File: config.mk
export PLATFORM = sky130hd
export DESIGN_NAME = hazard_ctrl_flat
export DESIGN_NICKNAME = d
export VERILOG_FILES = /design/src/rtl/hazard_ctrl_pkg.sv /design/src/rtl/hazard_ctrl_if.sv /design/src/rtl/sat_counter.sv /design/src/rtl/hazard_ctrl.sv /design/src/flat_wrapper.sv
export SDC_FILE = /design/constraint.sdc
export NUM_CORES = 1
export LEC_CHECK = 0
export CORE_AREA = 3 3 87 89
export DETAILED_ROUTE_END_ITERATION = 10
export DIE_AREA = 0 0 90 92
export HOLD_SLACK_MARGIN = 0.02
export PLACE_DENSITY = 0.63
export SLEW_MARGIN = 20
export SYNTH_ARGS = -nofsm -noshare
export SYNTH_HDL_FRONTEND = slang
export SYNTH_SLANG_ARGS = --single-unit
File: constraint.sdc
create_clock -name clk -period 3.47 [get_ports clk]
set_input_delay 0.694 -clock clk [delete_from_list [all_inputs] [get_ports clk]]
set_output_delay 0.694 -clock clk [all_outputs]
set_load 0.02 [all_outputs]
File: src/rtl/hazard_ctrl_pkg.sv
// Shared types and constants for the pipeline hazard controller.
package hazard_ctrl_pkg;

  typedef enum logic {
    RUN     = 1'b0,
    MC_WAIT = 1'b1
  } hz_state_e;

  localparam logic [4:0]  REG_ZERO   = 5'd0;
  localparam int unsigned MC_W_DEF   = 4;
  localparam int unsigned PERF_W_DEF = 16;

endpackage

File: src/rtl/hazard_ctrl_if.sv
// Pipeline <-> hazard controller signal bundle; master is the pipeline side.
interface hazard_ctrl_if #(
  parameter int unsigned MC_W   = 4,
  parameter int unsigned PERF_W = 16
);

  logic [4:0]        id_rs1;
  logic [4:0]        id_rs2;
  logic              id_uses_rs1;
  logic              id_uses_rs2;
  logic [4:0]        ex_rd;
  logic              ex_mem_read;
  logic              ex_branch_taken;
  logic              ex_jump;
  logic              ex_mc_start;
  logic [MC_W-1:0]   ex_mc_cycles;
  logic              stall_if;
  logic              stall_id;
  logic              stall_ex;
  logic              flush_id;
  logic              flush_ex;
  logic              mc_busy;
  logic [PERF_W-1:0] stall_cnt;
  logic [PERF_W-1:0] flush_cnt;

  modport master (
    output id_rs1, id_rs2, id_uses_rs1, id_uses_rs2, ex_rd, ex_mem_read,
           ex_branch_taken, ex_jump, ex_mc_start, ex_mc_cycles,
    input  stall_if, stall_id, stall_ex, flush_id, flush_ex, mc_busy,
           stall_cnt, flush_cnt
  );

  modport slave (
    input  id_rs1, id_rs2, id_uses_rs1, id_uses_rs2, ex_rd, ex_mem_read,
           ex_branch_taken, ex_jump, ex_mc_start, ex_mc_cycles,
    output stall_if, stall_id, stall_ex, flush_id, flush_ex, mc_busy,
           stall_cnt, flush_cnt
  );

endinterface

File: src/rtl/sat_counter.sv
// Event counter that sticks at all-ones instead of wrapping.
module sat_counter #(
  parameter int unsigned WIDTH = 16
) (
  input  logic             clk,
  input  logic             rst_n,
  input  logic             inc,
  output logic [WIDTH-1:0] count
);

  logic [WIDTH-1:0] count_q;
  logic [WIDTH-1:0] count_d;

  always_comb begin
    count_d = count_q;
    if (inc && (count_q != '1)) begin
      count_d = count_q + WIDTH'(1);
    end
  end

  always_ff @(posedge clk or negedge rst_n) begin
    if (!rst_n) begin
      count_q <= '0;
    end else begin
      count_q <= count_d;
    end
  end

  assign count = count_q;

endmodule

File: src/rtl/hazard_ctrl.sv
// Pipeline hazard controller: redirect flush, multi-cycle EX hold, load-use bubble.
module hazard_ctrl
  import hazard_ctrl_pkg::*;
#(
  parameter int unsigned MC_W   = MC_W_DEF,
  parameter int unsigned PERF_W = PERF_W_DEF
) (
  input logic          clk,
  input logic          rst_n,
  hazard_ctrl_if.slave hz
);

  hz_state_e         state_q;
  hz_state_e         state_d;
  logic [MC_W-1:0]   mc_cnt_q;
  logic [MC_W-1:0]   mc_cnt_d;

  logic              lu_match;
  logic              redirect;
  logic              stall_if;
  logic              stall_id;
  logic              stall_ex;
  logic              flush_id;
  logic              flush_ex;
  logic              mc_busy;
  logic [PERF_W-1:0] stall_cnt;
  logic [PERF_W-1:0] flush_cnt;

  assign lu_match = hz.ex_mem_read && (hz.ex_rd != REG_ZERO) &&
                    ((hz.id_uses_rs1 && (hz.id_rs1 == hz.ex_rd)) ||
                     (hz.id_uses_rs2 && (hz.id_rs2 == hz.ex_rd)));

  always_comb begin
    state_d  = state_q;
    mc_cnt_d = mc_cnt_q;
    redirect = 1'b0;
    stall_if = 1'b0;
    stall_id = 1'b0;
    stall_ex = 1'b0;
    flush_id = 1'b0;
    flush_ex = 1'b0;
    mc_busy  = 1'b0;

    unique case (state_q)
      RUN: begin
        if (hz.ex_branch_taken || hz.ex_jump) begin
          redirect = 1'b1;
          flush_id = 1'b1;
          flush_ex = 1'b1;
        end else if (hz.ex_mc_start && (hz.ex_mc_cycles != '0)) begin
          stall_if = 1'b1;
          stall_id = 1'b1;
          stall_ex = 1'b1;
          state_d  = MC_WAIT;
          mc_cnt_d = hz.ex_mc_cycles;
        end else if (lu_match) begin
          stall_if = 1'b1;
          stall_id = 1'b1;
          flush_ex = 1'b1;
        end
      end
      MC_WAIT: begin
        stall_if = 1'b1;
        stall_id = 1'b1;
        stall_ex = 1'b1;
        mc_busy  = 1'b1;
        if (mc_cnt_q <= MC_W'(1)) begin
          state_d  = RUN;
          mc_cnt_d = '0;
        end else begin
          mc_cnt_d = mc_cnt_q - MC_W'(1);
        end
      end
      default: begin
        state_d  = RUN;
        mc_cnt_d = '0;
      end
    endcase

    // Outputs are combinational, so they must be forced low while reset is held.
    if (!rst_n) begin
      redirect = 1'b0;
      stall_if = 1'b0;
      stall_id = 1'b0;
      stall_ex = 1'b0;
      flush_id = 1'b0;
      flush_ex = 1'b0;
      mc_busy  = 1'b0;
    end
  end

  always_ff @(posedge clk or negedge rst_n) begin
    if (!rst_n) begin
      state_q  <= RUN;
      mc_cnt_q <= '0;
    end else begin
      state_q  <= state_d;
      mc_cnt_q <= mc_cnt_d;
    end
  end

  sat_counter #(.WIDTH(PERF_W)) u_stall_cnt (
    .clk   (clk),
    .rst_n (rst_n),
    .inc   (stall_if),
    .count (stall_cnt)
  );

  sat_counter #(.WIDTH(PERF_W)) u_flush_cnt (
    .clk   (clk),
    .rst_n (rst_n),
    .inc   (redirect),
    .count (flush_cnt)
  );

  assign hz.stall_if  = stall_if;
  assign hz.stall_id  = stall_id;
  assign hz.stall_ex  = stall_ex;
  assign hz.flush_id  = flush_id;
  assign hz.flush_ex  = flush_ex;
  assign hz.mc_busy   = mc_busy;
  assign hz.stall_cnt = stall_cnt;
  assign hz.flush_cnt = flush_cnt;

endmodule

File: src/flat_wrapper.sv
// flat-port wrapper written by rule: the top's interface ports become plain ports
module hazard_ctrl_flat import hazard_ctrl_pkg::*;
#(
  parameter int unsigned MC_W   = MC_W_DEF,
  parameter int unsigned PERF_W = PERF_W_DEF
)
  (clk, rst_n, hz_id_rs1, hz_id_rs2, hz_id_uses_rs1, hz_id_uses_rs2, hz_ex_rd, hz_ex_mem_read, hz_ex_branch_taken, hz_ex_jump, hz_ex_mc_start, hz_ex_mc_cycles, hz_stall_if, hz_stall_id, hz_stall_ex, hz_flush_id, hz_flush_ex, hz_mc_busy, hz_stall_cnt, hz_flush_cnt);
  hazard_ctrl_if #(.MC_W(MC_W), .PERF_W(PERF_W)) hz_i ();
  input logic clk;
  input logic rst_n;
  input wire logic [$bits(hz_i.id_rs1)-1:0] hz_id_rs1;
  input wire logic [$bits(hz_i.id_rs2)-1:0] hz_id_rs2;
  input wire logic [$bits(hz_i.id_uses_rs1)-1:0] hz_id_uses_rs1;
  input wire logic [$bits(hz_i.id_uses_rs2)-1:0] hz_id_uses_rs2;
  input wire logic [$bits(hz_i.ex_rd)-1:0] hz_ex_rd;
  input wire logic [$bits(hz_i.ex_mem_read)-1:0] hz_ex_mem_read;
  input wire logic [$bits(hz_i.ex_branch_taken)-1:0] hz_ex_branch_taken;
  input wire logic [$bits(hz_i.ex_jump)-1:0] hz_ex_jump;
  input wire logic [$bits(hz_i.ex_mc_start)-1:0] hz_ex_mc_start;
  input wire logic [$bits(hz_i.ex_mc_cycles)-1:0] hz_ex_mc_cycles;
  output wire logic [$bits(hz_i.stall_if)-1:0] hz_stall_if;
  output wire logic [$bits(hz_i.stall_id)-1:0] hz_stall_id;
  output wire logic [$bits(hz_i.stall_ex)-1:0] hz_stall_ex;
  output wire logic [$bits(hz_i.flush_id)-1:0] hz_flush_id;
  output wire logic [$bits(hz_i.flush_ex)-1:0] hz_flush_ex;
  output wire logic [$bits(hz_i.mc_busy)-1:0] hz_mc_busy;
  output wire logic [$bits(hz_i.stall_cnt)-1:0] hz_stall_cnt;
  output wire logic [$bits(hz_i.flush_cnt)-1:0] hz_flush_cnt;
  assign hz_i.id_rs1 = hz_id_rs1;
  assign hz_i.id_rs2 = hz_id_rs2;
  assign hz_i.id_uses_rs1 = hz_id_uses_rs1;
  assign hz_i.id_uses_rs2 = hz_id_uses_rs2;
  assign hz_i.ex_rd = hz_ex_rd;
  assign hz_i.ex_mem_read = hz_ex_mem_read;
  assign hz_i.ex_branch_taken = hz_ex_branch_taken;
  assign hz_i.ex_jump = hz_ex_jump;
  assign hz_i.ex_mc_start = hz_ex_mc_start;
  assign hz_i.ex_mc_cycles = hz_ex_mc_cycles;
  assign hz_stall_if = hz_i.stall_if;
  assign hz_stall_id = hz_i.stall_id;
  assign hz_stall_ex = hz_i.stall_ex;
  assign hz_flush_id = hz_i.flush_id;
  assign hz_flush_ex = hz_i.flush_ex;
  assign hz_mc_busy = hz_i.mc_busy;
  assign hz_stall_cnt = hz_i.stall_cnt;
  assign hz_flush_cnt = hz_i.flush_cnt;
  hazard_ctrl #(.MC_W(MC_W), .PERF_W(PERF_W)) u_core (.clk(clk), .rst_n(rst_n), .hz(hz_i));
endmodule
==> flow_results.org <==
** Run status
- The run finished with clean final reports.

** Floorplan
- From left edge to right edge, the die measures approximately 90 um.
- Pin placement for this block handled 65 I/O pins.
- Die Y :: between 90 and 100 um
- After floorplanning, the core was sized to cover 6830 um^2.
- The floorplan has 30 rows.
- The die covers 8280 um^2.
- Initial core utilization :: between 20 and 30%

** Logic synthesis
- Counting flops and latches in the post-synthesis netlist gives 37.
- Cell Area, Synth :: roughly 2000 um^2
- Biggest area consumer among synthesized cells :: sky130_fd_sc_hd__dfrtp_1
- Number of flops mapped to enable cells by yosys :: 0
- Multiplexer fraction of the synthesized cell area :: around 2.2%
- XOR/XNOR share of the synthesized area :: approximately 16%
- After synthesis, the largest area contributor takes up a little under half of total cell area.
- In the post-synthesis netlist, the biggest area contributors are sky130_fd_sc_hd__dfrtp_1, sky130_fd_sc_hd__xnor2_1, sky130_fd_sc_hd__xor2_1.
- Summing the areas of all compound-gate instances in the mapped netlist gives 6.44% of the synthesized area.
- By area, the combinational part of the netlist is dominated by simple AND/OR/NAND/NOR gates.
- Distinct cells, synth :: between 40 and 50
- Synthesized-area fraction occupied by and/or/nand/nor cells :: 24.4%
- Post-synthesis net count :: roughly 230
- Counting flops with an async set or reset pin after synthesis yields a share of between 90% and 100%.
- Most frequently used flop master after synthesis :: sky130_fd_sc_hd__dfrtp_1
- Number of instances in the synthesized netlist :: roughly 190
- Average size of a mapped cell :: around 10 um^2
- For this run, the number of Yosys warnings is 0.
- Adder-cell area share of the yosys netlist :: about 2.5%
- Of the synthesized area, sequential elements account for 45.8%.

** Global route
- Vias in the first global route :: between 1500 and 2000
- Entering global routing, the biggest net connects 33 pins.
- The first global-routing pass estimated roughly 8.3 mm of wire.
- Gr ovfl total :: 0
- For this run, the total global-route usage over all layers was measured as 12.0%.
- Antenna violations before repair :: 0

** Critical path
- Across all register-to-register paths, the minimum setup slack is 1.32 ns.
- The number of cells on the worst reg-to-reg path is 6.
- The worst register-to-register path begins at u_core.u_stall_cnt.count[0]$_DFFE_PN0P_.
- Type of the worst setup path :: input pin to output pin
- Signal arrival time at the worst endpoint :: roughly 2.7 ns
- Startpoint types :: input pin
- Capture point of the worst reg-to-reg path :: u_core.u_stall_cnt.count[15]$_DFFE_PN0P_
- Slowest CP cell :: sky130_fd_sc_hd__clkdlybuf4s50_1
- STA puts the critical path data required time at between 2 and 3 ns.
- STA classifies the critical path endpoint as an output pin.
- Worst Path Buf+Inv :: 3
- Top cell by count, worst path :: sky130_fd_sc_hd__clkdlybuf4s50_1
- Grouping stages by cell kind, the critical path spends the most delay in buffers and inverters.
- Traced cell by cell, the critical path runs through clkdlybuf4s50_1 > or4_1 > o21ai_1 > inv_1 > a41o_1 > clkdlybuf4s50_1.
- Levels on crit path :: 6
- For this run, the slowest stage of the critical path takes around 0.55 ns.
- Of all nets on the critical path, the largest fanout is 3.

** Routing
- Wires add up to around 4.8 mm.
- In this run, the number of DRC markers left after iteration 0 of detailed routing was 38.
- Routed wire length per instance :: around 13 um
- Via count :: approximately 1700
- The first TritonRoute pass finished after 4 iterations.
- After detailed routing, the number of vias per cell comes to ~4.7.
- Residual DRC :: 0
- The count of nets left with antenna violations once routing finished came out at 0.

** STA
- Timing would allow up to about 300 MHz.
- Setup clock skew after layout :: between 0.005 and 0.006 ns
- Setup violations remaining at the end of the flow were counted as 0.
- Setup repair after global routing left no endpoint under its margin.
- The count of pins over their slew limit was 0.
- In the final timing run, aggregate negative setup slack is 0 ns.
- At the pin with the least slew margin, the transition time is roughly 0.64 ns.
- Period utilization :: a little over nine tenths
- The worst pin sits at a relative slew slack of between 50% and 60%.
- The count of endpoints failing hold in the final timing report is 0.
- After layout, the worst setup slack is 0.116 ns.
- Time the final worst path needs with I/O delays and setup :: between 3 and 4 ns

** Pwr
- Internal power :: around 0.00098 W
- Switching power total :: about 0.00060 W
- Per report_power, the clock group accounts for 18.2% of the total.
- VDD IR-drop max :: about 0.23 mV
- Power density normalized to cell area :: roughly 550 nW/um^2
- Registers are responsible for between 40% and 50% of the overall power.
- Total chip power :: 0.00158 W
- Gate power share :: about two fifths
- Static leakage :: ~1.2 nW
- Sw frac :: between 30 and 40%

** Worst hold path
- In this run the worst hold path is classified as input pin to async pin.

** Finish
- Combined area of the multi-input logic cells :: 1060 um^2
- The filler cells instantiated in the layout total slightly below 700.
- In the final layout, flip-flops and latches occupy about 930 um^2.
- Synthesis-to-layout area growth :: 42.2%
- 0 antenna diodes ended up in the layout.
- For this run, the post-layout net count is ~300.
- Cells with a size suffix above 1 make up roughly 8.6% of the layout.

** Place
- Placement Setup Slack :: 0.0502 ns
- Half-perimeter wire length after detailed placement :: 3.65 mm
- Input and output buffers added on the ports amount to 64.
- Routability-driven placement finished with a final weighted congestion of roughly 0.74.

** Clock tree
- Setup bufs post-CTS :: 0
- The clock tree synthesis step divided the H-tree into 2 levels.
- Number of resized instances in the post-cts repair step :: 0
- Counting along the longest clock path gives a buffer depth of 2.
- The clock reaches the later pin of the worst-skew pair after 0.28 ns.
- Inserted Clock Buffers :: 5
- TritonCTS built the clock tree.
- Clk slew on worst S/H paths :: ~0.07 ns
- Cts hold-fix bufs :: 0
- Count of clock tree sinks :: 37
- Clock root buffer :: sky130_fd_sc_hd__clkbuf_8

** Run
- The tool flagged a number of max-cap violations equal to 0.
-- sequential cells by signal, summed over array words and instances, names as in the netlist --
register,count
u_core.state_q,1
u_core.u_flush_cnt.count,16
u_core.u_stall_cnt.count,16
u_core.mc_cnt_q,4
-- layout make-up --
cell class / count / share of cell area (%)
Timing Repair Buffer: 68 / 23.3
Sequential cell: 37 / 32.2
Clock inverter: 2 / 0.348
Inverter: 5 / 0.653
Multi-Input combinational cell: 148 / 36.8
Clock buffer: 6 / 2.52
Tap cell: 96 / 4.18
-- through the flow --
| stage | util (%) | area [um^2] | cells | hold slack [ns] |
|---|---|---|---|---|
| 6_report | 42.1 | 2880 | 362 | 0.240 |
| 4_1_cts | 41.9 | 2860 | 362 | 0.230 |
| 5_1_grt | 42.1 | 2880 | 362 | 0.237 |
| 3_5_place_dp | 40.7 | 2780 | 354 | 0.489 |
| 3_3_place_gp | 40.7 | 2780 | 354 | 0.485 |
| 2_1_floorplan | - | 2020 | 194 | 0.398 |
-- Yosys cell counts, types with 2 or more instances --
| cell | count |
|---|---|
| sky130_fd_sc_hd__a21oi_1 | 4 |
| sky130_fd_sc_hd__and3_1 | 4 |
| sky130_fd_sc_hd__a211oi_1 | 2 |
| sky130_fd_sc_hd__nand4_1 | 10 |
| sky130_fd_sc_hd__inv_1 | 5 |
| sky130_fd_sc_hd__nand2_1 | 15 |
| sky130_fd_sc_hd__mux2_2 | 2 |
| sky130_fd_sc_hd__nor3b_1 | 3 |
| sky130_fd_sc_hd__xor2_1 | 16 |
| sky130_fd_sc_hd__dfrtp_1 | 37 |
| sky130_fd_sc_hd__or3_1 | 2 |
| sky130_fd_sc_hd__nor3_2 | 2 |
| sky130_fd_sc_hd__ha_1 | 4 |
| sky130_fd_sc_hd__nor4_4 | 2 |
| sky130_fd_sc_hd__xnor2_1 | 22 |
| sky130_fd_sc_hd__nand3_1 | 10 |
| sky130_fd_sc_hd__and4_1 | 2 |
| sky130_fd_sc_hd__nor3_1 | 8 |
| sky130_fd_sc_hd__nor2_1 | 14 |
| sky130_fd_sc_hd__and2_1 | 2 |
| sky130_fd_sc_hd__o21ai_1 | 2 |
| sky130_fd_sc_hd__o22ai_1 | 3 |
-- layout by cell type, fill, tap and decap left out, drive strengths merged, types with 3 or more instances in the layout --
cell type / synthesis / routed
nor3b: 3 / 3
nor4: 3 / 3
nor2: 14 / 14
nand3: 10 / 10
inv: 5 / 5
xor2: 16 / 16
xnor2: 22 / 22
ha: 4 / 4
o21ai: 3 / 3
and3: 4 / 4
mux2: 3 / 3
nor3: 10 / 10
and4: 3 / 3
nand4: 11 / 11
clkbuf: 1 / 6
nand2: 15 / 15
dfrtp: 37 / 37
a21oi: 4 / 4
o22ai: 3 / 3
clkdlybuf4s50: 0 / 61
buf: 3 / 5
-- worst max-delay path by stage --
stage               slack, ns           to               start
floorplan                0.47  hz_stall_if  hz_ex_mc_cycles[2]
global placement         0.06  hz_stall_if  hz_ex_mc_cycles[0]
detailed placement       0.05  hz_stall_if  hz_ex_mc_cycles[2]
CTS                      0.04  hz_stall_if  hz_ex_mc_cycles[2]
global route             0.01  hz_flush_ex  hz_ex_mc_cycles[2]
finish                   0.12  hz_flush_ex         hz_ex_rd[0]
-- kinds of logic (layout without fill, tap and decap cells) --
kind of cell	after synthesis	after routing
adders and majority gates	4	4
muxes	4	4
and+or+nand+nor	83	83
xor gates and xnor gates	38	38
buffers and inverters	9	81
AOI/OAI and AO/OA	19	19
DFF	37	37
-- per-layer routing --
layer | global-route usage, % | vias to the layer above | share of wire [%]
li1 | - | 832 | -
met1 | 15.8 | 839 | 46
met2 | 19.8 | 33 | 49
met3 | 3.53 | 0 | 4.5
met4 | 2.30 | 0 | 0
met5 | 0 | - | 0
-- power groups by stage --
stage,logic (W),registers (W),clock network [W]
CTS,0.000642,0.000664,0.000304
global placement,0.000630,0.000668,0
detailed placement,0.000639,0.000673,0
floorplan,0.000297,0.000717,0
global route,0.000689,0.000689,0.000317
finish,0.000630,0.000663,0.000288
(Power assumes the default switching activity.)
